[src/rtl/dbus_periph_bridge.sv]
// CPU data-bus to peripheral bridge: stalls the CPU on accesses that fall in the
// peripheral window, issues one registered request and waits for ack or timeout.
module dbus_periph_bridge #(
  parameter logic [31:0] PBASE   = 32'hFF20_0000,
  parameter logic [31:0] PSIZE   = 32'h0000_1000,
  parameter int          TIMEOUT = 16
) (
  input  logic        iCLK,
  input  logic        iRST,
  input  logic        DReadEnable,
  input  logic        DWriteEnable,
  input  logic [3:0]  DByteEnable,
  input  logic [31:0] DAddress,
  input  logic [31:0] DWriteData,
  output logic [31:0] DReadData,
  output logic        oStall,
  output logic        oPReq,
  output logic        oPWe,
  output logic [31:0] oPAddr,
  output logic [3:0]  oPBe,
  output logic [31:0] oPWData,
  input  logic        iPAck,
  input  logic [31:0] iPRData,
  output logic        oBusError,
  output logic [7:0]  oErrCount
);

  // state  | meaning
  // S_IDLE | no access in flight; stall follows a window hit combinationally
  // S_REQ  | request presented to peripheral, waiting for ack or timeout
  // S_DONE | one cycle: CPU released, load data presented
  // S_ERR  | one cycle: CPU released with 32'hDEAD_BEEF, error recorded
  typedef enum logic [1:0] {S_IDLE, S_REQ, S_DONE, S_ERR} state_t;

  localparam logic [7:0] CNT_LAST = 8'(TIMEOUT - 1);

  state_t      state;
  state_t      state_nxt;
  logic [31:0] offset;
  logic        hit;
  logic [7:0]  cnt;
  logic [31:0] rdata_q;
  logic        timed_out;

  // Offset-based compare avoids overflow when PBASE+PSIZE wraps past 2^32.
  assign offset    = DAddress - PBASE;
  assign hit       = (DReadEnable | DWriteEnable) && (DAddress >= PBASE) && (offset < PSIZE);
  assign timed_out = (state == S_REQ) && !iPAck && (cnt == CNT_LAST);

  always_ff @(posedge iCLK or negedge iRST) begin
    if (!iRST) state <= S_IDLE;
    else       state <= state_nxt;
  end

  always_comb begin
    state_nxt = state;
    case (state)
      S_IDLE: if (hit) state_nxt = S_REQ;
      S_REQ: begin
        if (iPAck)                state_nxt = S_DONE;
        else if (cnt == CNT_LAST) state_nxt = S_ERR;
      end
      S_DONE:  state_nxt = S_IDLE;
      S_ERR:   state_nxt = S_IDLE;
      default: state_nxt = S_IDLE;
    endcase
  end

  always_comb begin
    oPReq     = (state == S_REQ);
    oStall    = iRST && ((state == S_REQ) || ((state == S_IDLE) && hit));
    DReadData = 32'h0;
    if (iRST) begin
      if (state == S_DONE)     DReadData = rdata_q;
      else if (state == S_ERR) DReadData = 32'hDEAD_BEEF;
    end
  end

  always_ff @(posedge iCLK or negedge iRST) begin
    if (!iRST) begin
      oPWe    <= 1'b0;
      oPAddr  <= 32'h0;
      oPBe    <= 4'h0;
      oPWData <= 32'h0;
      cnt     <= 8'h0;
      rdata_q <= 32'h0;
    end else begin
      if ((state == S_IDLE) && hit) begin
        oPAddr  <= offset & 32'hFFFF_FFFC;
        oPBe    <= DByteEnable;
        oPWData <= DWriteData;
        oPWe    <= DWriteEnable;
        cnt     <= 8'h0;
      end else if (state == S_REQ) begin
        cnt <= cnt + 8'd1;
      end
      if ((state == S_REQ) && iPAck)
        rdata_q <= oPWe ? 32'h0 : iPRData;
    end
  end

  always_ff @(posedge iCLK or negedge iRST) begin
    if (!iRST) begin
      oBusError <= 1'b0;
      oErrCount <= 8'h0;
    end else if (timed_out) begin
      oBusError <= 1'b1;
      if (oErrCount != 8'hFF) oErrCount <= oErrCount + 8'd1;
    end
  end

endmodule

[config.mk]
export PLATFORM = sky130hd
export DESIGN_NAME = dbus_periph_bridge
export DESIGN_NICKNAME = d
export VERILOG_FILES = /design/src/rtl/dbus_periph_bridge.sv
export SDC_FILE = /design/constraint.sdc
export NUM_CORES = 1
export LEC_CHECK = 0
export BUFFER_PORTS_ARGS = -buffer_cell sky130_fd_sc_hd__buf_2
export CORE_MARGIN = 2
export CORE_UTILIZATION = 48
export CTS_CLUSTER_SIZE = 25
export DETAILED_ROUTE_END_ITERATION = 10
export PLACE_DENSITY = 0.88
export SYNTH_ARGS = -nofsm -noshare
export SYNTH_HDL_FRONTEND = slang
export SYNTH_SLANG_ARGS = --single-unit
export TNS_END_PERCENT = 100
[constraint.sdc]
create_clock -name iCLK -period 2.8 [get_ports iCLK]
set_input_delay 0.28 -clock iCLK [delete_from_list [all_inputs] [get_ports iCLK]]
set_output_delay 0.28 -clock iCLK [all_outputs]
set_load 0.01 [all_outputs]
Yosys cells after proc, flatten, opt, wreduce, memory -nomap -nowiden
Cells that the tools add are included.
{"block": "word_totals", "register_bits": 118, "out_inout_bits": 112}
{"block": "classes", "addsub": 3, "n_lt_le_gt_ge": 2, "n_eq_ne": 7, "mux": 10, "bitwise": 1, "reduce_logical": 14}
{"cell": "32-bit 2-to-1 mux", "count": 4}
{"cell": "32-bit greater-or-equal comparator (second input constant)", "count": 1}
{"cell": "32-bit by 13-bit < comparator with 1-bit output (second input constant)", "count": 1}
{"cell": "32-bit subtractor (second input constant)", "count": 1}
{"cell": "8-bit by 1-bit adder with 8-bit output (second input constant)", "count": 2}
{"cell": "8-bit 2-to-1 mux", "count": 2}
{"cell": "8-bit by 4-bit equality test with 1-bit output (second input constant)", "count": 1}
{"cell": "8-bit inequality test (second input constant)", "count": 1}
{"cell": "1-bit logical AND", "count": 7}
{"cell": "2-bit 2-to-1 mux", "count": 3}
{"cell": "2-bit one-hot mux with 3 select lines", "count": 1}
{"cell": "2-bit equality test (second input constant)", "count": 2}
{"cell": "2-bit AND reduction", "count": 2}
{"cell": "3-bit by 1-bit inequality test with 1-bit output (second input constant)", "count": 1}
{"cell": "2-bit by 1-bit equality test with 1-bit output (second input constant)", "count": 1}
{"cell": "2-bit logical NOT", "count": 1}
{"cell": "2-bit inequality test (second input constant)", "count": 1}
{"cell": "2-bit nonzero test", "count": 1}
{"cell": "2-bit OR reduction", "count": 1}
{"cell": "1-bit logical NOT", "count": 1}
{"cell": "1-bit logical OR", "count": 1}
{"cell": "1-bit bitwise OR", "count": 1}

Logic depth before layout (Yosys ltp)
Gate-level depths: netlist (run 1).
{"block": "logic_depth", "depth_word": 6, "mapped_depth": 9, "ltp_nobuf": 6}

Worst setup path before layout (run 1)
OpenSTA, ideal clock, no wires.
{"block": "synth_path", "path_kind": "register -> register", "start": "reg cnt[0]", "end": "reg oErrCount[7]", "setup_time_ns": 0.128, "arrival_ns": 2.114, "required_time_ns": 2.672, "setup_slack_ns": 0.559, "path_stages_with_launch": 7, "period_less_slack_ns": 2.241, "cell_sequence": "dfrtp_1 ha_1 or4b_4 or4_4 buf_6 nor3_2 mux2_1"}
{"block": "synth_between", "elab_chain_cells": 3}
{"element": "from (decl)", "line": "41", "source": "logic [7:0] cnt;"}
{"element": "from (signal assigned)", "line": "95", "source": "cnt <= cnt + 8'd1;"}
{"element": "8-bit by 4-bit equality test with 1-bit output", "line": "48", "source": "assign timed_out = (state == S_REQ) && !iPAck && (cnt == CNT_LAST);"}
{"element": "1-bit logical AND", "line": "48"}
{"element": "2-bit AND reduction (no line)"}
{"element": "to (signal assigned)", "line": "108", "source": "if (oErrCount != 8'hFF) oErrCount <= oErrCount + 8'd1;"}
{"element": "to (decl)", "line": "25", "source": "output logic [7:0] oErrCount"}
Every way passes these cells.
A chain may end at the register's enable or synchronous reset.

Worst setup path in the final report (run 1)
{"block": "layout_path", "start": "reg cnt[0]", "end": "reg oErrCount[1]"}
Same word-level chain as after synthesis.

==> results of run 1 <==
==> registers in the layout (all words and copies together), names as in the netlist <==
signal,flops
oBusError,1
oPBe,4
rdata_q,32
oPWe,1
state,2
oErrCount,8
cnt,8
oPAddr,30
oPWData,32
==> per-layer routing <==
metal  GRT usage (%)  vias up  routed length (um)
met4            8.83        0                 263
met1            25.7     1948                4940
met3            6.19       20                 676
met5               0        -                   0
li1                -     1990                   -
met2            39.3      159                6390
==> power groups by stage <==
| stage | Combinational, mW | Sequential, mW | Clock (mW) |
|---|---|---|---|
| floorplan | 0.0758 | 1.82 | 0 |
| global placement | 0.189 | 1.82 | 0 |
| detailed placement | 0.199 | 1.82 | 0 |
| CTS | 0.256 | 1.79 | 2.05 |
| global route | 0.291 | 1.80 | 2.13 |
| finish | 0.257 | 1.79 | 1.99 |
==> critical path, cell delays in order, from the launching register on <==
cell and delay (ns):
dfrtp_1 0.37, ha_1 0.23, or4b_4 0.48, or4_4 0.59
nor2_2 0.18, mux2_1 0.34
==> cells in the final DEF, fill, tap and decap left out, types with 2 or more instances in the layout <==
| cell | instances |
|---|---|
| buf_4 | 6 |
| nand2b_1 | 35 |
| o21a_1 | 2 |
| nor2_1 | 57 |
| o21ai_0 | 12 |
| clkbuf_8 | 6 |
| nand3_1 | 5 |
| and4b_1 | 3 |
| dlygate4sd3_1 | 52 |
| o21ai_1 | 21 |
| dfrtp_1 | 118 |
| buf_2 | 211 |
| inv_1 | 2 |
| nor3_2 | 3 |
| and2_1 | 29 |
| clkinvlp_4 | 3 |
| conb_1 | 2 |
| xor2_1 | 12 |
| mux2_1 | 49 |
| nand2_1 | 40 |
| clkinv_2 | 4 |
| ha_1 | 3 |
| clkbuf_16 | 16 |
| nand4_1 | 5 |
==> metrics by stage <==
step	cell area, um^2	std cells	worst slack (ns)	hold slack [ns]
detailed placement	6190	772	0.463	0.451
global route	7270	855	0.339	0.00584
finish	7270	855	0.481	0.0291
global placement	6190	772	0.517	0.444
CTS	7260	854	0.440	0.00166
floorplan	5010	443	0.559	-0.0156
==> how the worst min path moves through the flow <==
stage                      from     endpoint  slack (ns)  depth (start not counted)
floorplan                  iRST       cnt[0]       -0.02                          0
detailed placement    oBusError    oBusError        0.45                          1
CTS                 iPRData[11]  rdata_q[11]       0.002                          3
global placement      oBusError    oBusError        0.44                          1
global route        iPRData[12]  rdata_q[12]       0.006                          3
finish              iPRData[17]  rdata_q[17]        0.03                          3
==> area by class of cell <==
class	instances	area (um^2)
Inverter	3	11.3
Timing Repair Buffer	270	1640
Multi-Input combinational cell	297	1940
Clock inverter	8	72.6
Sequential cell	118	2950
Tap cell	136	170
Fill cell	707	2960
Clock buffer	23	487
==> kinds of logic (layout without fill, tap and decap cells) <==
logic type               Yosys count  after routing  synth area share, %
AND/OR/NAND/NOR                  191            191                 20.2
other                              1              2               0.0749
XOR/XNOR                          12             12                 2.10
adder cells (fa/ha/maj)            3              3                0.750
flip-flops                       118            118                 59.0
buffers and inverters             28            304                 2.52
multiplexers                      50             50                 11.2
AO/OA/AOI/OAI                     39             39                 4.17
==> flow_summary.ini, run 1 <==
[power_and_ir_drop]
clockPowerShare_pct = 49.3
ir_worst_vdd_v = 0.000341
power_frac_seq_pct = 44.4
power_switching_mw = 0.862
pwr-share-comb_pct = 6.3
power_switching_share_pct = 21.3
total_power_mw = 4.05
power_density_nw_per_um2 = 556
power.leakage_nw = 4.02
p_int_mw = 3.18

[critical_path]
arrival_ns = 2.69
critPathLaunchType = flop
reg2regPathDepth = 5
reg2reg_slack_ns = 0.48
cp-startpoint = cnt[0]
r2r-start = cnt[0]
worstPathMaxFanout = 8
reg2reg_to = oErrCount[1]
crit_end = oErrCount[1]
cp-end-kind = flop
worstSetupPathType = reg2reg
crit_required_ns = 3.18

[timing]
min_period_ns = 2.32
tightest_slew_ns = 0.761
finalClockSkew_ns = 0.00828
fmax_mhz = 431
finalSetupTns_ns = 0
relSlewSlack_pct = 48.9
finalHoldViolCount = 0
report.final.slew_viol_count = 0
finalSetupViolCount = 0
period_share_pct = 82.8
rsz0062_at_grt = false

[grt]
grt_max_degree = 62
grt_pass1_vias = 4143
track_usage_pct = 22.3
gr-total-overflow = 0
grt_pass1_wl_um = 19500
antenna_found_initial = 0

[routing]
ant_nets = 0
vias_per_cell = 4.82
drc = 0
routedWlPerCell_um = 14.3
finalWirelength_um = 12300
drt-initial-drc-count = 159
vias = 4117
first_pass_iters = 5

[die]
die_x_um = 106
die_h_um = 106
start_util_pct = 49.0
rows = 37
io_pins = 217
core-area_um2 = 10200
die_area_um2 = 11300

[clocking]
cts_root_buffer = clkbuf_8
numCtsBuffers = 17
cts.sinks = 118
cts_setup_buffers = 0
cts_resized = 0
clk_pin_slew_ns = 0.06
h-tree-depth = 4
clock_latency_ns = 0.50
cts_hold_buf = 51
cts_tree = yes
clock_path_buffers = 2

[logic_synthesis]
synthesis.area_um2 = 5010
synth_cells = 442
synth_common_cells = dfrtp_1, nor2_1, mux2_1, nand2_1, nand2b_1
avgSynthCellArea_um2 = 11.3
synth_area_leaders = dfrtp_1, mux2_1, nand2b_1, nor2_1, and2_1
synth_seq_cells = 118
synth_most_common_cell = dfrtp_1
synth_area_leader_cell = dfrtp_1
yosys_warnings = 0
ys_async_sr_fraction_pct = 100
synth_edf_count = 0
yosysTopAreaCellShare_pct = 59.0
synth-seq-area-share_pct = 59.0
synth-main-ff-cell = dfrtp_1
yosysUniqueCellTypes = 40

[layout]
num_antenna_cells = 0
syn_to_final_growth_pct = 45.2
drive_gt1_share_pct = 36.2
post-route-util_pct = 71.1
final_nets = 815

[flow_run]
drv_cap = 0

[worst_hold_path]
hold_path.class = in2reg

[placement]
globalplace.congestion = 0.822
port_buffers = 212
place_hpwl_um = 8230

[status]
run_status = complete, no violations
No activity file was read; power rests on OpenSTA's default activity.
==> inputs of run 2 (changes only) <==
--- a/config.mk
+++ b/config.mk
@@ -7,10 +7,10 @@
 export LEC_CHECK = 0
 export BUFFER_PORTS_ARGS = -buffer_cell sky130_fd_sc_hd__buf_2
 export CORE_MARGIN = 2
-export CORE_UTILIZATION = 48
+export CORE_UTILIZATION = 43
 export CTS_CLUSTER_SIZE = 25
 export DETAILED_ROUTE_END_ITERATION = 10
-export PLACE_DENSITY = 0.88
+export PLACE_DENSITY = 0.83
 export SYNTH_ARGS = -nofsm -noshare
 export SYNTH_HDL_FRONTEND = slang
 export SYNTH_SLANG_ARGS = --single-unit
==> constraint.sdc (replaced) <==
create_clock -name iCLK -period 2.1 [get_ports iCLK]
set_input_delay 0.21 -clock iCLK [delete_from_list [all_inputs] [get_ports iCLK]]
set_output_delay 0.21 -clock iCLK [all_outputs]
set_load 0.01 [all_outputs]
==> flow_summary.ini, run 2 (same netlist as run 1, synthesis figures left out) <==
[grt]
busiest_layer = met2
grt_pass1_vias = 4086
use_met3_pct = 5.55
grt_max_degree = 119
track_usage_pct = 19.4
grt_pass1_wl_um = 19300
antenna_found_initial = 0
gr-usage-met1_pct = 23.4
gr-total-overflow = 0
grtUsageMet2_pct = 32.5

[worst_hold_path]
hold_path.class = in2reg

[critical_path]
worstSetupPathType = reg2reg
critPathLaunchType = flop
arrival_ns = 2.52
crit_required_ns = 2.39
reg2reg_slack_ns = -0.14
worstPathMaxFanout = 4
cp-end-kind = flop

[layout]
layout_commonest_cell = buf_2
fillers = 900
final_nets = 793
largest_registers = oPWData: 32 flops, rdata_q: 32 flops, oPAddr: 30 flops
drive_gt1_share_pct = 40.8
post-route-util_pct = 62.9
num_antenna_cells = 0
syn_to_final_growth_pct = 42.8
mostFrequentLayoutCells = buf_2, dfrtp_1, nor2_1, mux2_1, nand2_1

[routing]
finalWirelength_um = 11900
first_pass_iters = 4
vias_per_cell = 4.82
drt-initial-drc-count = 211
routedWlPerCell_um = 14.2
drc = 0
ant_nets = 0
vias = 4041

[die]
core-area_um2 = 11400
io_pins = 217
die_h_um = 112
start_util_pct = 44.1
rows = 39
die_area_um2 = 12500
die_x_um = 112

[timing]
finalClockSkew_ns = 0.00759
finalSetupViolCount = 9
period_share_pct = 106
rsz0062_at_grt = true
layout_setup_ws_ns = -0.135
relSlewSlack_pct = 46.5
min_period_ns = 2.24
tightest_slew_ns = 0.803
fmax_mhz = 447
finalHoldViolCount = 0
report.final.slew_viol_count = 0

[clocking]
clock_latency_ns = 0.40
clk_pin_slew_ns = 0.05
cts_root_buffer = clkbuf_16
cts.sinks = 118
clock_path_buffers = 2
h-tree-depth = 4
cts_tree = yes
numCtsBuffers = 17

[power_and_ir_drop]
power.leakage_nw = 3.98
power_density_nw_per_um2 = 788
ir_worst_vdd_v = 0.000549
total_power_mw = 5.64

[flow_run]
drv_cap = 0

[placement]
globalplace.congestion = 0.761
place_hpwl_um = 8340
port_buffers = 212

[status]
run_status = finished, violations left
violations = negative setup slack
[run 2: cell types whose count changed in the layout (fill, tap and decap cells not counted), moves of 2 or more]
cell / before / now
buf_12: 1 / 3
buf_4: 6 / 23
buf_6: 0 / 2
bufinv_16: 1 / 3
clkbuf_8: 6 / 4
dlygate4sd3_1: 52 / 10
nor3_2: 3 / 1
nor3_4: 0 / 2
[run 2: final timing paths]
| path | depth (start not counted) | start | end |
|---|---|---|---|
| setup / recovery | 6 | cnt[0] | oErrCount[1] |
| hold / removal | 2 | DAddress[9] | oPAddr[9] |
| setup reg to reg | 6 | cnt[0] | oErrCount[1] |
| hold reg to reg | 1 | oBusError | oBusError |
| max in group asynchronous | 3 | iRST | oPWData[29] |
| min in group asynchronous | 3 | iRST | state[0] |
[run 2: what timing repair did]
item                                    4_1_cts  5_1_grt
hold buffers                                 10        0
gates resized for setup                       2        9
endpoints found under the hold margin       127        0
buffers inserted                              1        5
pin swaps                                     1        8
endpoints found under the setup margin       10       55
[run 2: power breakdown]
part           internal [mW]  total [mW]  switching (mW)
Sequential              2.35        2.39          0.0439
Clock                   1.97        2.93           0.962
Combinational          0.168       0.317           0.150
[run 2: layout make-up]
cell class	count	area (um^2)	share of cell area, %
inverters	3	11.3	0.157
repair buffers	248	1410	19.7
well taps	143	179	2.50
clock inverters	9	125	1.75
multi-input cells	297	2000	27.9
flip-flops and latches	118	2950	41.3
clock buffers	21	480	6.72
[run 2: per-stage QoR]
stage,cell area [um^2],instances,hold WS [ns],setup TNS [ns],setup WS [ns]
global placement,6330,793,0.357,-0.0931,-0.0575
global route,7150,839,0.00691,-1.19,-0.184
detailed placement,6330,793,0.379,-3.90,-0.103
finish,7150,839,0.0198,-0.695,-0.135
CTS,7050,834,0.000690,-0.406,-0.124
floorplan,5020,443,-0.0856,-0.206,-0.0947
[run 2: metal layers]
layer	routed length, um	up-vias	part of all wire, %
met5	0	-	0
met2	5960	159	50
met4	247	0	2.1
met1	4900	1921	41
met3	771	20	6.5
li1	-	1941	-
[run 2: critical path, cell delays in order, from the launching register on]
cell and delay [ns]:
dfrtp_1 0.35, ha_2 0.18, or4b_4 0.46, or4_4 0.59, buf_6 0.15, nor2_4 0.09
mux2_4 0.30
